$ cat src/rtl/dly_load_sequencer_pkg.sv
// Shared types and slot-map helpers for the PHY delay-load sequencer.
// Slot addresses follow the byte-lane delay map: ODELAY low, IDELAY at 16+.
package dly_load_sequencer_pkg;

    typedef enum logic [1:0] {
        S_IDLE,
        S_SCAN,
        S_FLUSH,
        S_SET
    } state_t;

    localparam logic [4:0] IDLY_BASE = 5'd16;

    function automatic logic [4:0] odly_dqs(int d);
        return 5'(d);
    endfunction

    function automatic logic [4:0] odly_dm(int d);
        return 5'(d + 1);
    endfunction

    function automatic logic [4:0] idly_dqs(int d);
        return 5'(32'(IDLY_BASE) + d);
    endfunction

    function automatic int slot_count(int d);
        return 2 * d + 3;
    endfunction

    function automatic logic slot_valid(logic [4:0] sel, int d);
        if (sel[4])
            return 32'(sel[3:0]) <= 32'(idly_dqs(d) - IDLY_BASE);
        else
            return 32'(sel[3:0]) <= 32'(odly_dm(d));
    endfunction

endpackage

$ cat src/rtl/dly_load_sequencer_if.sv
// Control-side write/apply port and the shared delay bus toward the lanes.
// The sequencer is the slave; the controller and byte lanes sit on master.
interface dly_load_sequencer_if #(
    parameter int NUM_LANES = 2,
    parameter int DLY_WIDTH = 8,
    parameter int LANE_BITS = 3
);
    logic                   wr_en;
    logic [LANE_BITS+4:0]   wr_addr;
    logic [DLY_WIDTH-1:0]   wr_data;
    logic                   wr_rej;
    logic                   start;
    logic                   apply_all;
    logic                   busy;
    logic                   done;
    logic [DLY_WIDTH-1:0]   dly_data;
    logic [4:0]             dly_addr;
    logic [NUM_LANES-1:0]   ld_delay;
    logic [NUM_LANES-1:0]   set;

    modport master (
        output wr_en, wr_addr, wr_data, start, apply_all,
        input  wr_rej, busy, done, dly_data, dly_addr, ld_delay, set
    );

    modport slave (
        input  wr_en, wr_addr, wr_data, start, apply_all,
        output wr_rej, busy, done, dly_data, dly_addr, ld_delay, set
    );
endinterface

$ cat src/rtl/dly_slot_iter.sv
// Walks every valid lane/slot pair in load order, one per step.
// Wraps to lane 0 slot 0 after the last slot so it is ready for the next sweep.
module dly_slot_iter
    import dly_load_sequencer_pkg::*;
#(
    parameter int NUM_LANES   = 2,
    parameter int DQ_PER_LANE = 8,
    parameter int LANE_BITS   = 3
) (
    input  logic                 clk_div,
    input  logic                 rst,
    input  logic                 step,
    output logic [LANE_BITS-1:0] lane,
    output logic [4:0]           sel,
    output logic                 last
);
    localparam logic [LANE_BITS-1:0] LAST_LANE = LANE_BITS'(NUM_LANES - 1);

    assign last = (lane == LAST_LANE) && (sel == idly_dqs(DQ_PER_LANE));

    always_ff @(posedge clk_div or posedge rst) begin
        if (rst) begin
            lane <= '0;
            sel  <= '0;
        end else if (step) begin
            if (last) begin
                lane <= '0;
                sel  <= '0;
            end else if (sel == odly_dm(DQ_PER_LANE)) begin
                sel <= IDLY_BASE;
            end else if (sel == idly_dqs(DQ_PER_LANE)) begin
                lane <= lane + LANE_BITS'(1);
                sel  <= '0;
            end else begin
                sel <= sel + 5'd1;
            end
        end
    end

endmodule

$ cat src/rtl/dly_load_sequencer.sv
// Shadow IDELAY/ODELAY table with dirty tracking; streams entries to the
// byte lanes on request and finishes each sweep with a common set pulse.
module dly_load_sequencer
    import dly_load_sequencer_pkg::*;
#(
    parameter int NUM_LANES   = 2,
    parameter int DQ_PER_LANE = 8,
    parameter int DLY_WIDTH   = 8,
    parameter int LANE_BITS   = 3
) (
    input  logic                 clk_div,
    input  logic                 rst,
    dly_load_sequencer_if.slave  bus
);
    localparam int ENTRIES = NUM_LANES * 32;
    localparam int IDX_W   = $clog2(ENTRIES);

    state_t               state;
    logic                 all_q;
    logic [DLY_WIDTH-1:0] tbl_q   [ENTRIES];
    logic                 dirty_q [ENTRIES];

    logic [LANE_BITS-1:0] wr_lane;
    logic [4:0]           wr_sel;
    logic                 wr_ok;
    logic [IDX_W-1:0]     wr_idx;

    logic [LANE_BITS-1:0] it_lane;
    logic [4:0]           it_sel;
    logic                 it_last;
    logic [IDX_W-1:0]     vis_idx;

    assign {wr_lane, wr_sel} = bus.wr_addr;
    assign wr_idx  = IDX_W'({wr_lane, wr_sel});
    assign vis_idx = IDX_W'({it_lane, it_sel});

    assign wr_ok = bus.wr_en && (state == S_IDLE)
                && ({1'b0, wr_lane} < (LANE_BITS+1)'(NUM_LANES))
                && slot_valid(wr_sel, DQ_PER_LANE);

    dly_slot_iter #(
        .NUM_LANES   (NUM_LANES),
        .DQ_PER_LANE (DQ_PER_LANE),
        .LANE_BITS   (LANE_BITS)
    ) u_iter (
        .clk_div (clk_div),
        .rst     (rst),
        .step    (state == S_SCAN),
        .lane    (it_lane),
        .sel     (it_sel),
        .last    (it_last)
    );

    always_ff @(posedge clk_div or posedge rst) begin
        if (rst) begin
            state        <= S_IDLE;
            all_q        <= 1'b0;
            bus.busy     <= 1'b0;
            bus.done     <= 1'b0;
            bus.wr_rej   <= 1'b0;
            bus.ld_delay <= '0;
            bus.set      <= '0;
            bus.dly_data <= '0;
            bus.dly_addr <= '0;
            for (int i = 0; i < ENTRIES; i++) begin
                tbl_q[i]   <= '0;
                dirty_q[i] <= 1'b1;
            end
        end else begin
            bus.wr_rej   <= bus.wr_en && !wr_ok;
            bus.ld_delay <= '0;
            bus.set      <= '0;
            bus.done     <= 1'b0;
            if (wr_ok) begin
                tbl_q[wr_idx]   <= bus.wr_data;
                dirty_q[wr_idx] <= 1'b1;
            end
            unique case (state)
                S_IDLE: begin
                    if (bus.start) begin
                        all_q    <= bus.apply_all;
                        bus.busy <= 1'b1;
                        state    <= S_SCAN;
                    end
                end
                S_SCAN: begin
                    // data/addr only move on a real load so lanes see stable values
                    if (dirty_q[vis_idx] || all_q) begin
                        bus.ld_delay <= NUM_LANES'(1) << it_lane;
                        bus.dly_data <= tbl_q[vis_idx];
                        bus.dly_addr <= it_sel;
                    end
                    dirty_q[vis_idx] <= 1'b0;
                    if (it_last)
                        state <= S_FLUSH;
                end
                S_FLUSH: begin
                    bus.set  <= '1;
                    bus.done <= 1'b1;
                    state    <= S_SET;
                end
                S_SET: begin
                    bus.busy <= 1'b0;
                    state    <= S_IDLE;
                end
                default: state <= S_IDLE;
            endcase
        end
    end

endmodule

$ cat src/flat_wrapper.sv
// flat-port wrapper written by rule: the top's interface ports become plain ports
module dly_load_sequencer_flat import dly_load_sequencer_pkg::*;
#(
    parameter int NUM_LANES   = 2,
    parameter int DQ_PER_LANE = 8,
    parameter int DLY_WIDTH   = 8,
    parameter int LANE_BITS   = 3
)
  (clk_div, rst, bus_wr_en, bus_wr_addr, bus_wr_data, bus_start, bus_apply_all, bus_wr_rej, bus_busy, bus_done, bus_dly_data, bus_dly_addr, bus_ld_delay, bus_set);
  dly_load_sequencer_if #(.NUM_LANES(NUM_LANES), .DLY_WIDTH(DLY_WIDTH), .LANE_BITS(LANE_BITS)) bus_i ();
  input  logic clk_div;
  input  logic rst;
  input wire logic [$bits(bus_i.wr_en)-1:0] bus_wr_en;
  input wire logic [$bits(bus_i.wr_addr)-1:0] bus_wr_addr;
  input wire logic [$bits(bus_i.wr_data)-1:0] bus_wr_data;
  input wire logic [$bits(bus_i.start)-1:0] bus_start;
  input wire logic [$bits(bus_i.apply_all)-1:0] bus_apply_all;
  output wire logic [$bits(bus_i.wr_rej)-1:0] bus_wr_rej;
  output wire logic [$bits(bus_i.busy)-1:0] bus_busy;
  output wire logic [$bits(bus_i.done)-1:0] bus_done;
  output wire logic [$bits(bus_i.dly_data)-1:0] bus_dly_data;
  output wire logic [$bits(bus_i.dly_addr)-1:0] bus_dly_addr;
  output wire logic [$bits(bus_i.ld_delay)-1:0] bus_ld_delay;
  output wire logic [$bits(bus_i.set)-1:0] bus_set;
  assign bus_i.wr_en = bus_wr_en;
  assign bus_i.wr_addr = bus_wr_addr;
  assign bus_i.wr_data = bus_wr_data;
  assign bus_i.start = bus_start;
  assign bus_i.apply_all = bus_apply_all;
  assign bus_wr_rej = bus_i.wr_rej;
  assign bus_busy = bus_i.busy;
  assign bus_done = bus_i.done;
  assign bus_dly_data = bus_i.dly_data;
  assign bus_dly_addr = bus_i.dly_addr;
  assign bus_ld_delay = bus_i.ld_delay;
  assign bus_set = bus_i.set;
  dly_load_sequencer #(.NUM_LANES(NUM_LANES), .DQ_PER_LANE(DQ_PER_LANE), .DLY_WIDTH(DLY_WIDTH), .LANE_BITS(LANE_BITS)) u_core (.clk_div(clk_div), .rst(rst), .bus(bus_i));
endmodule
$ cat config.mk
export PLATFORM = sky130hd
export DESIGN_NAME = dly_load_sequencer_flat
export DESIGN_NICKNAME = d
export VERILOG_FILES = /design/src/rtl/dly_load_sequencer_pkg.sv /design/src/rtl/dly_load_sequencer_if.sv /design/src/rtl/dly_slot_iter.sv /design/src/rtl/dly_load_sequencer.sv /design/src/flat_wrapper.sv
export SDC_FILE = /design/constraint.sdc
export NUM_CORES = 1
export LEC_CHECK = 0
export CAP_MARGIN = 20
export CORE_ASPECT_RATIO = 0.8
export CORE_MARGIN = 2
export CORE_UTILIZATION = 60
export CTS_CLUSTER_DIAMETER = 100
export CTS_CLUSTER_SIZE = 8
export DETAILED_ROUTE_END_ITERATION = 6
export PLACE_DENSITY = 0.77
export SYNTH_ARGS = -nofsm -noshare
export SYNTH_HDL_FRONTEND = slang
export SYNTH_SLANG_ARGS = --single-unit
$ cat constraint.sdc
create_clock -name clk_div -period 58.3 [get_ports clk_div]
set_input_delay 5.83 -clock clk_div [delete_from_list [all_inputs] [get_ports clk_div]]
set_output_delay 5.83 -clock clk_div [all_outputs]
set_load 0.01 [all_outputs]
# Word-level counts from Yosys, hierarchy flattened
# Index checks and enable logic that the tools add are counted.
[word_totals]
regBits = 607
input_bits = 21
output_inout_bits = 20
[classes]
n_addsub = 2
order_cmp = 7
eq_ne = 9
shift = 1
n_mux = 31
n_bitwise = 5
reduce_logical = 17
[op_table]
columns = ["operator", "n"]
rows = [
  ["$bwmux 512", 1],
  ["$mux 64", 2],
  ["$and 64x64->64", 1],
  ["$not 64->64", 1],
  ["$or 64x64->64", 1],
  ["$bmux 8 s6", 1],
  ["$demux 8 s6", 1],
  ["$mux 8", 3],
  ["$mux 5", 3],
  ["$ge 7x7->1 const B", 2],
  ["$lt 7x1->1 const B", 2],
  ["$not 6->7", 2],
  ["$demux 1 s6", 2],
  ["$mux 2", 5],
  ["$mux 3", 3],
  ["$le 4x4->1 const B", 2],
  ["$pmux 2 s4", 1],
  ["$reduce_and 2->1", 4],
  ["$logic_and 1x1->1", 7],
  ["$mux 1", 7],
  ["$bmux 1 s6", 1],
  ["$add 5x1->5 const B", 1],
  ["$eq 5x4->1 const B", 1],
  ["$eq 5x5->1 const B", 1],
  ["other kinds (14)", 17],
]

# Logic depth before layout (Yosys ltp)
# Gate-level depths: netlist of run 1.
[depth]
word_depth = 9
mapped_depth = 13
ltp_nobuf = 7

# By module
# Synthesis of run 1 repeated with hierarchy kept, for this count alone.
[hier_totals]
cells_unflattened = 2004
area_unflattened_um2 = 26320.2
[by_module_without_submodules]
columns = ["mod", "instances", "cells_per_inst", "area_each_um2"]
rows = [
  ["dly_load_sequencer", 1, 1953, 25826.0],
  ["dly_slot_iter", 1, 51, 494.2],
]

# Least setup slack after synthesis of run 1
# OpenSTA, ideal clock, no wires.
[synth_path]
path_type = "input to register"
start = "input bus_wr_addr[4]"
end = "register u_core.tbl_q[176] (netlist bit)"
t_arrival_ps = 7540
required_ps = 58175
path_slack_ps = 50636
cell_stages = 7
path_cell_list = "clkbuf_1 a211oi_1 nand2_1 or2_1 clkbuf_1 nor3_2 mux2_2"
[synth_via]
elab_chain_cells = 6
word_cells_on_any_way = 9
[synth_rtl]
columns = ["item", "line_no", "source"]
rows = [
  ["from (decl)", "flat_wrapper.sv:14", "input wire logic [$bits(bus_i.wr_addr)-1:0] bus_wr_addr;"],
  ["$not 6->7 (not written as such)", "dly_load_sequencer.sv:75", "tbl_q[wr_idx] <= bus.wr_data;"],
  ["$ge 7x7->1 (not written as such) or $lt 7x1->1 (tied branches)", "dly_load_sequencer.sv:75", ""],
  ["$logic_and 1x1->1 (not written as such)", "dly_load_sequencer.sv:75", ""],
  ["$mux 8 (not written as such)", "dly_load_sequencer.sv:75", ""],
  ["$demux 8 s6", "dly_load_sequencer.sv:75", ""],
  ["$bwmux 512", "dly_load_sequencer.sv:75", ""],
  ["to (signal, indexed assignment)", "dly_load_sequencer.sv:75", ""],
  ["to (decl)", "dly_load_sequencer.sv:20", "logic [DLY_WIDTH-1:0] tbl_q [ENTRIES];"],
]
# Parallel ways exist; a longest one is shown, timed or not.
# A chain may end at the register's enable or synchronous reset.

==> metrics.md, run 1 <==
| Metric | Value |
|---|---|
| Overall die width | `around 240 microns` |
| Row Count | `68` |
| Detailed Route Iter0 Violations | `between 1500 and 2000` |
| Number of nets produced by synthesis | `1975` |
| Fin area | `28800 sq um` |
| Global-route wire length before repair | `between 100 and 150 mm` |
| Final period utilization | `15.6%` |
| Clock buffer depth | `3` |
| Multi-input combinational cell area | `9470 sq um` |
| Element type at the critical path end | `async pin` |
| Number of endpoints failing setup at the final stage | `0` |
| Routed WL | `between 60 and 70 mm` |
| Worst setup SP type | `primary input` |
| Relative contribution of sequential cells to total power | `39.3%` |
| Detail Route met2 WL | `30.1 mm` |
| Switching pwr | `between 0.3 and 0.4 mW` |
| Sequential standard cell area | `approximately 15000 sq um` |
| Internal power | `around 0.78 mW` |
| Relative area change from synthesis to final layout | `9.67%` |
| Clock latency on the worst-skew pair | `roughly 630 ps` |
| Total met3 wirelength after detailed routing | `a little over 8 mm` |
| Largest area contributor in the synthesized netlist | `dfrtp_1` |
| Most frequently used flop master after synthesis | `dfrtp_1` |
| Cell leakage power | `roughly 13 nW` |
| Number of hold buffers added after CTS | `0` |
| RSZ-0062 raised after global routing | `no` |
| Launching element of the worst setup path | `rst` |
| Fraction of registers with async set or reset after synthesis | `100%` |
| Cts bufs inserted | `85` |
| Level count of the clock H-tree | `3` |
| Core Footprint | `between 40000 and 50000 sq um` |
| Min setup slack post-route | `about 49000 ps` |
| Number of instances in the placed design | `about 2300` |
| Worst reg2reg setup slack | `approximately 53000 ps` |
| Post-detailed-route DRC marker count | `0` |
| Power share of the combinational group | `21.3%` |
| Post-cts repair resize count | `0` |
| Minimum period implied by the final worst setup slack | `approximately 9000 ps` |
| Clock tree from TritonCTS | `built` |
| Y dimension of the die | `191 microns` |
| Share of final-layout standard cells stronger than drive strength 1 | `a little over a third` |
| Largest net degree at the start of global routing | `roughly 180` |
| Biggest area contributors in the synthesized netlist | `dfrtp_1, mux2_2, dfstp_2` |
| Mean area per synthesized cell | `13.5 sq um` |
| Flip-flop and latch count after synthesis | `roughly 610` |
| Max-capacitance violation count | `0` |
| Antenna Nets Post-Route | `0` |
| Setup CP Type | `primary input to async pin` |
| Post-Syn Area | `26200 sq um` |
| Post-CTS setup buffers | `0` |
| Hold Path Stages | `0` |
| Clock tree skew after final layout | `between 20 and 25 ps` |
| Switching fraction of total power | `about a third` |
| Cell mode on critical path | `buf_4` |
| CTS Root Buffer Type | `clkbuf_16` |
| Cell Chain, Critical Path | `clkdlybuf4s50_1, inv_8, buf_12, buf_4, buf_4` |
| Fraction of the yosys area taken by sequential cells | `58.0%` |
| Sum of negative setup slack | `0 ps` |
| Worst VDD drop | `approximately 23 uV` |
| Syn. warnings | `0` |
| Leading cell types in the layout, fill and taps excluded | `dfrtp_1, mux2_2, clkbuf_16` |
| Vias per cell | `6.72` |
| Number of input and output port buffers inserted | `40` |
| Fin. max-slew vios | `0` |
| Highest attainable clock frequency | `110 MHz` |
| First-pass detailed-route iteration total | `7` |
| Area share of the leading cell type in the synthesized netlist | `a little over 50%` |
| Cell count after synthesis | `around 2000` |
| Largest stage delay on the critical path | `880 ps` |
| Post-CTS clock slew at the launch and capture registers of the worst setup and hold paths | `50 ps` |
| Routability congestion estimate | `slightly below 0.9` |
| Filler cells | `around 2900` |
| Die ar. | `45400 sq um` |
| Final Hold Vio Count | `0` |
| IO Count | `slightly above 40` |
| Post-synthesis cell type count | `74` |
| Routed via count | `around 16000` |
| Worst-path cell with the longest stage delay | `buf_4` |
| Worst setup slack after placement | `48410 ps` |
| Routed wire length per instance | `between 20 and 30 microns` |
| Worst reg2reg path endpoint | `u_core.bus.dly_addr[3]` |
| GRT Resource Usage Total | `approximately a third` |
| Number of antenna violations at the first check in global routing | `1` |
| Worst Reg2Reg Path Length in Cells | `9` |
| Post-layout net count | `1817` |
| Number of diodes added for antenna fixing | `0` |
| Class of the worst hold path | `flop to flop` |
| Worst slew slack as a fraction of its limit | `about a fifth` |
| Cell Pwr Density | `roughly 40 nW/um^2` |
| Post-route met1 wirelength | `roughly 29 mm` |
| Clock group share of total power | `roughly 40%` |
| Gr ovfl total | `0` |
| Fin cells | `between 2000 and 2500` |
| Cell area reported after detailed placement | `between 20000 and 30000 sq um` |
| Worst EP arrival | `9560 ps` |
| Hold Path Origin | `u_core.tbl_q[141]` |
| Outcome | `finished clean` |
| Required time of the critical path | `around 59000 ps` |
| Most frequent standard cell in the layout excluding fill and tap cells | `dfrtp_1` |
| Largest driver fanout on the critical path | `roughly 170` |
| Worst r2r src | `u_core.u_iter.sel[0]` |
| Half-perimeter wire length after detailed placement | `41.8 mm` |
| Clock net sink count | `roughly 610` |
| Starting density of the core | `60.8%` |
| EDFF count, synth | `0` |
| Slew of the pin with the lowest slew margin | `around 1200 ps` |
| Top layer in use | `met5` |
| End point of the most critical hold path | `u_core.tbl_q[141]` |
| Vias in the first global route | `16557` |
==> power by group through the flow <==
stage | sequential, mW | clock, mW | combinational (mW)
final | 0.453 | 0.452 | 0.246
after floorplan | 0.442 | 0 | 0.172
after CTS | 0.453 | 0.457 | 0.239
after global placement | 0.459 | 0 | 0.235
after detailed placement | 0.459 | 0 | 0.238
after global routing | 0.454 | 0.477 | 0.254
==> registers in the layout, indices dropped and copies added (netlist names), 2 cells and up <==
name                 count
u_core.tbl_q           512
u_core.dirty_q          64
u_core.bus.dly_data      8
u_core.bus.dly_addr      5
u_core.u_iter.sel        5
u_core.u_iter.lane       3
u_core.bus.ld_delay      2
u_core.state             2
==> final cells by class <==
type	count	share of cell area (%)
multi-input combinational	981	32.9
clock inverter	8	0.374
tap	560	2.43
clock buffer	136	8.06
inverter	18	0.261
sequential	605	52.9
timing repair buffer	95	3.04
==> cells by family (layout without fill, tap and decap cells) <==
kind of cell	after synthesis	in the layout	share of synthesized area, %
multiplexers	472	472	22.8
AO/OA/AOI/OAI	298	298	8.72
flip-flops	605	605	58.0
adder cells (fa/ha/maj)	10	10	0.477
AND/OR/NAND/NOR	201	201	4.03
buffers and inverters	358	257	5.93
==> critical path: cells and delay by family <==
family | cells | cell delay (ps)
buf+inv | 5 | 3470
==> synth_stat cells (8+ instances only) <==
library cell  instances
a22o_1                9
o22a_1               15
nor2_1               63
o22ai_1              20
dfrtp_1             541
clkbuf_1            282
buf_2                26
a32oi_1               8
a2bb2oi_1            17
buf_4                15
o21a_1               16
a21oi_1              27
nor3_1               10
a21boi_0             12
mux2i_1              36
dfstp_2              64
and3_1                9
a31oi_1               9
mux2_2              367
mux4_2               56
buf_6                10
a221oi_1             51
nand2_1              37
ha_1                 10
a22oi_1              40
inv_1                16
nand3_1              20
a221o_1              14
o21ai_0              22
==> per-layer routing <==
layer | track usage (%) | vias to the layer above
li1 | - | 6625
met1 | 43.5 | 8428
met2 | 44.5 | 907
met3 | 12.6 | 196
met4 | 13.9 | 2
met5 | 0 | -
==> worst max path at each step <==
| stage | cells past startpoint | slack (ps) | end |
|---|---|---|---|
| 4_1_cts | 5 | 49050 | u_core.u_iter.sel[2] |
| 3_3_place_gp | 5 | 48550 | u_core.u_iter.sel[2] |
| 2_1_floorplan | 1 | 35640 | u_core.all_q |
| 6_report | 5 | 49220 | u_core.u_iter.sel[1] |
| 5_1_grt | 5 | 48530 | u_core.u_iter.sel[2] |
| 3_5_place_dp | 5 | 48410 | u_core.u_iter.sel[0] |
==> metrics by stage <==
step           hold WS [ps]  util, %  power (mW)
4_1_cts                 373     66.5        1.15
3_5_place_dp            362     60.8       0.697
3_3_place_gp            357     60.8       0.694
5_1_grt                 376     66.7        1.19
6_report                368     66.7        1.15
2_1_floorplan           421        -       0.614
Note: power is estimated with default switching activity, not from simulation.
==> inputs of run 2 (changes only) <==
Clock period 58.3 ns to 9.1 ns, I/O delays scaled along.
==> metrics.md, run 2 (synthesis gave the netlist of run 1 again) <==
| Metric | Value |
|---|---|
| Vias in the first global route | `16464` |
| Number of diodes added for antenna fixing | `0` |
| Largest driver fanout on the critical path | `slightly below 60` |
| Cell Chain, Critical Path | `buf_4, buf_4, mux2_2, a22oi_1, o21ai_0, a211oi_1, a31oi_2, buf_4, mux2_4` |
| Routed WL | `between 60 and 70 mm` |
| Violations in the final reports | `DRC` |
| Buffers & Inverters on Critical Path | `3` |
| Slew of the pin with the lowest slew margin | `roughly 1200 ps` |
| Post-CTS setup buffers | `0` |
| Fin. max-slew vios | `0` |
| Post-CTS clock slew at the launch and capture registers of the worst setup and hold paths | `about 50 ps` |
| Min setup slack post-route | `4610 ps` |
| Post-cts repair resize count | `0` |
| Outcome | `finished, violations left` |
| Required time of the critical path | `approximately 9600 ps` |
| Final period utilization | `between 40% and 50%` |
| Crit-path leading delay family | `buffers and inverters` |
| Biggest registers after layout | `u_core.tbl_q x512, u_core.dirty_q x64, u_core.bus.dly_data x8` |
| Worst-path cell with the longest stage delay | `dfrtp_4` |
| RSZ-0062 raised after global routing | `no` |
| Cell leakage power | `~13 nW` |
| Largest net degree at the start of global routing | `170` |
| Number of input and output port buffers inserted | `40` |
| Most frequent standard cell in the layout excluding fill and tap cells | `dfrtp_1` |
| Cell mode on critical path | `buf_4` |
| Clock tree from TritonCTS | `built` |
| Share of final-layout standard cells stronger than drive strength 1 | `35.9%` |
| Number of antenna violations at the first check in global routing | `1` |
| Sequential standard cell area | `between 15000 and 20000 sq um` |
| Relative area change from synthesis to final layout | `8.87%` |
| Routed via count | `~16000` |
| Y dimension of the die | `191 microns` |
| Gr ovfl total | `0` |
| Multi-input combinational cell area | `9480 sq um` |
| Register with the highest flop count | `u_core.tbl_q` |
| Worst setup slack after placement | `roughly 4600 ps` |
| Worst setup SP type | `flop` |
| Clock buffer depth | `3` |
| Number of hold buffers added after CTS | `0` |
| Antenna Nets Post-Route | `0` |
| Element type at the critical path end | `flop` |
| First-pass detailed-route iteration total | `7` |
| Fin area | `between 20000 and 30000 sq um` |
| Overall die width | `238 microns` |
| Leading cell types in the layout, fill and taps excluded | `dfrtp_1, mux2_2, clkbuf_16` |
| Global-route wire length before repair | `106 mm` |
| IO Count | `just over 40` |
| Final Util | `about 66%` |
| Routability congestion estimate | `around 0.95` |
| Final Hold Vio Count | `0` |
| Post-layout net count | `between 1500 and 2000` |
| Clock tree skew after final layout | `between 20 and 30 ps` |
| Flip-flop count of the largest register after layout | `512` |
| CTS Root Buffer Type | `clkbuf_16` |
| Clock latency on the worst-skew pair | `roughly 620 ps` |
| Highest attainable clock frequency | `roughly 220 MHz` |
| Detailed Route Iter0 Violations | `between 2000 and 2500` |
| Cell Pwr Density | `around 260 nW/um^2` |
| Cts bufs inserted | `between 80 and 90` |
| Half-perimeter wire length after detailed placement | `roughly 43 mm` |
| Minimum period implied by the final worst setup slack | `about 4500 ps` |
| Row Count | `68` |
| Max-capacitance violation count | `0` |
| Clock net sink count | `a little over 600` |
| Worst EP arrival | `4990 ps` |
| Core Footprint | `43100 sq um` |
| GRT Resource Usage Total | `a little under a third` |
| Level count of the clock H-tree | `3` |
| Worst VDD drop | `roughly 170 uV` |
| Number of endpoints failing setup at the final stage | `0` |
| Largest stage delay on the critical path | `970 ps` |
| Cell area reported after detailed placement | `26100 sq um` |
| Vias per cell | `~6.8` |
| Sum of negative setup slack | `0 ps` |
| Worst slew slack as a fraction of its limit | `a little over a fifth` |
| Setup CP Type | `flop to flop` |
| Filler cells | `~2900` |
| Class of the worst hold path | `flop to flop` |
| Die ar. | `45400 sq um` |
| Routed wire length per instance | `between 20 and 30 microns` |
| Post-detailed-route DRC marker count | `3` |
| Starting density of the core | `about three fifths` |
==> run 2: cell types whose count changed in the layout (fill, tap and decap cells not counted), sizes merged <==
cell / previous run / this run
clkinv: 5 / 2
inv: 21 / 20
clkdlybuf4s50: 37 / 34
clkbuf: 138 / 135
clkinvlp: 0 / 1
buf: 56 / 42
==> run 2: per-stage QoR <==
stage,total power [mW],hold WS [ps],cells
floorplan,3.93,421,1944
global placement,4.41,360,2234
detailed placement,4.43,361,2236
CTS,7.30,372,2376
global route,7.54,377,2380
finish,7.32,368,2380
==> run 2: per-layer routing <==
| layer | up-vias | track usage (%) | part of all wire, % |
|---|---|---|---|
| met3 | 174 | 9.55 | 10 |
| met2 | 881 | 45.3 | 44 |
| met5 | - | 0 | 0.019 |
| li1 | 6574 | - | - |
| met1 | 8436 | 46.0 | 42 |
| met4 | 2 | 12.3 | 3.4 |
==> run 2: final timing paths <==
kind / start / end / slack (ps) / cells past startpoint
min in group asynchronous: rst / u_core.tbl_q[417] / 860 / 3
worst max register to register: u_core.u_iter.sel[2] / u_core.bus.dly_data[1] / 4610 / 9
worst min-delay path: u_core.tbl_q[7] / u_core.tbl_q[7] / 370 / 0
max in group asynchronous: rst / u_core.tbl_q[205] / 6700 / 4
worst min register to register: u_core.tbl_q[7] / u_core.tbl_q[7] / 370 / 0
worst max-delay path: u_core.u_iter.sel[2] / u_core.bus.dly_data[1] / 4610 / 9
==> run 2: power breakdown <==
part / leakage [nW] / switching, mW / internal [mW]
clock network: 1.15 / 1.14 / 1.74
logic: 3.99 / 0.995 / 0.502
registers: 8.19 / 0.184 / 2.75
total: 13.3 / 2.32 / 4.99
==> run 2: worst register-to-register path: stages (launching register included) <==
cell      delay, ps
dfrtp_4         970
buf_4           680
buf_4           710
mux2_2          420
a22oi_1         200
o21ai_0         120
a211oi_1        380
a31oi_2         290
buf_4           290
mux2_4          320
==> run 2: layout make-up <==
class,instances,share of cell area [%]
Sequential cell,605,53.3
Multi-Input combinational cell,981,33.2
Clock buffer,135,8.18
Tap cell,560,2.45
Timing Repair Buffer,76,2.43
Inverter,18,0.250
Clock inverter,5,0.206
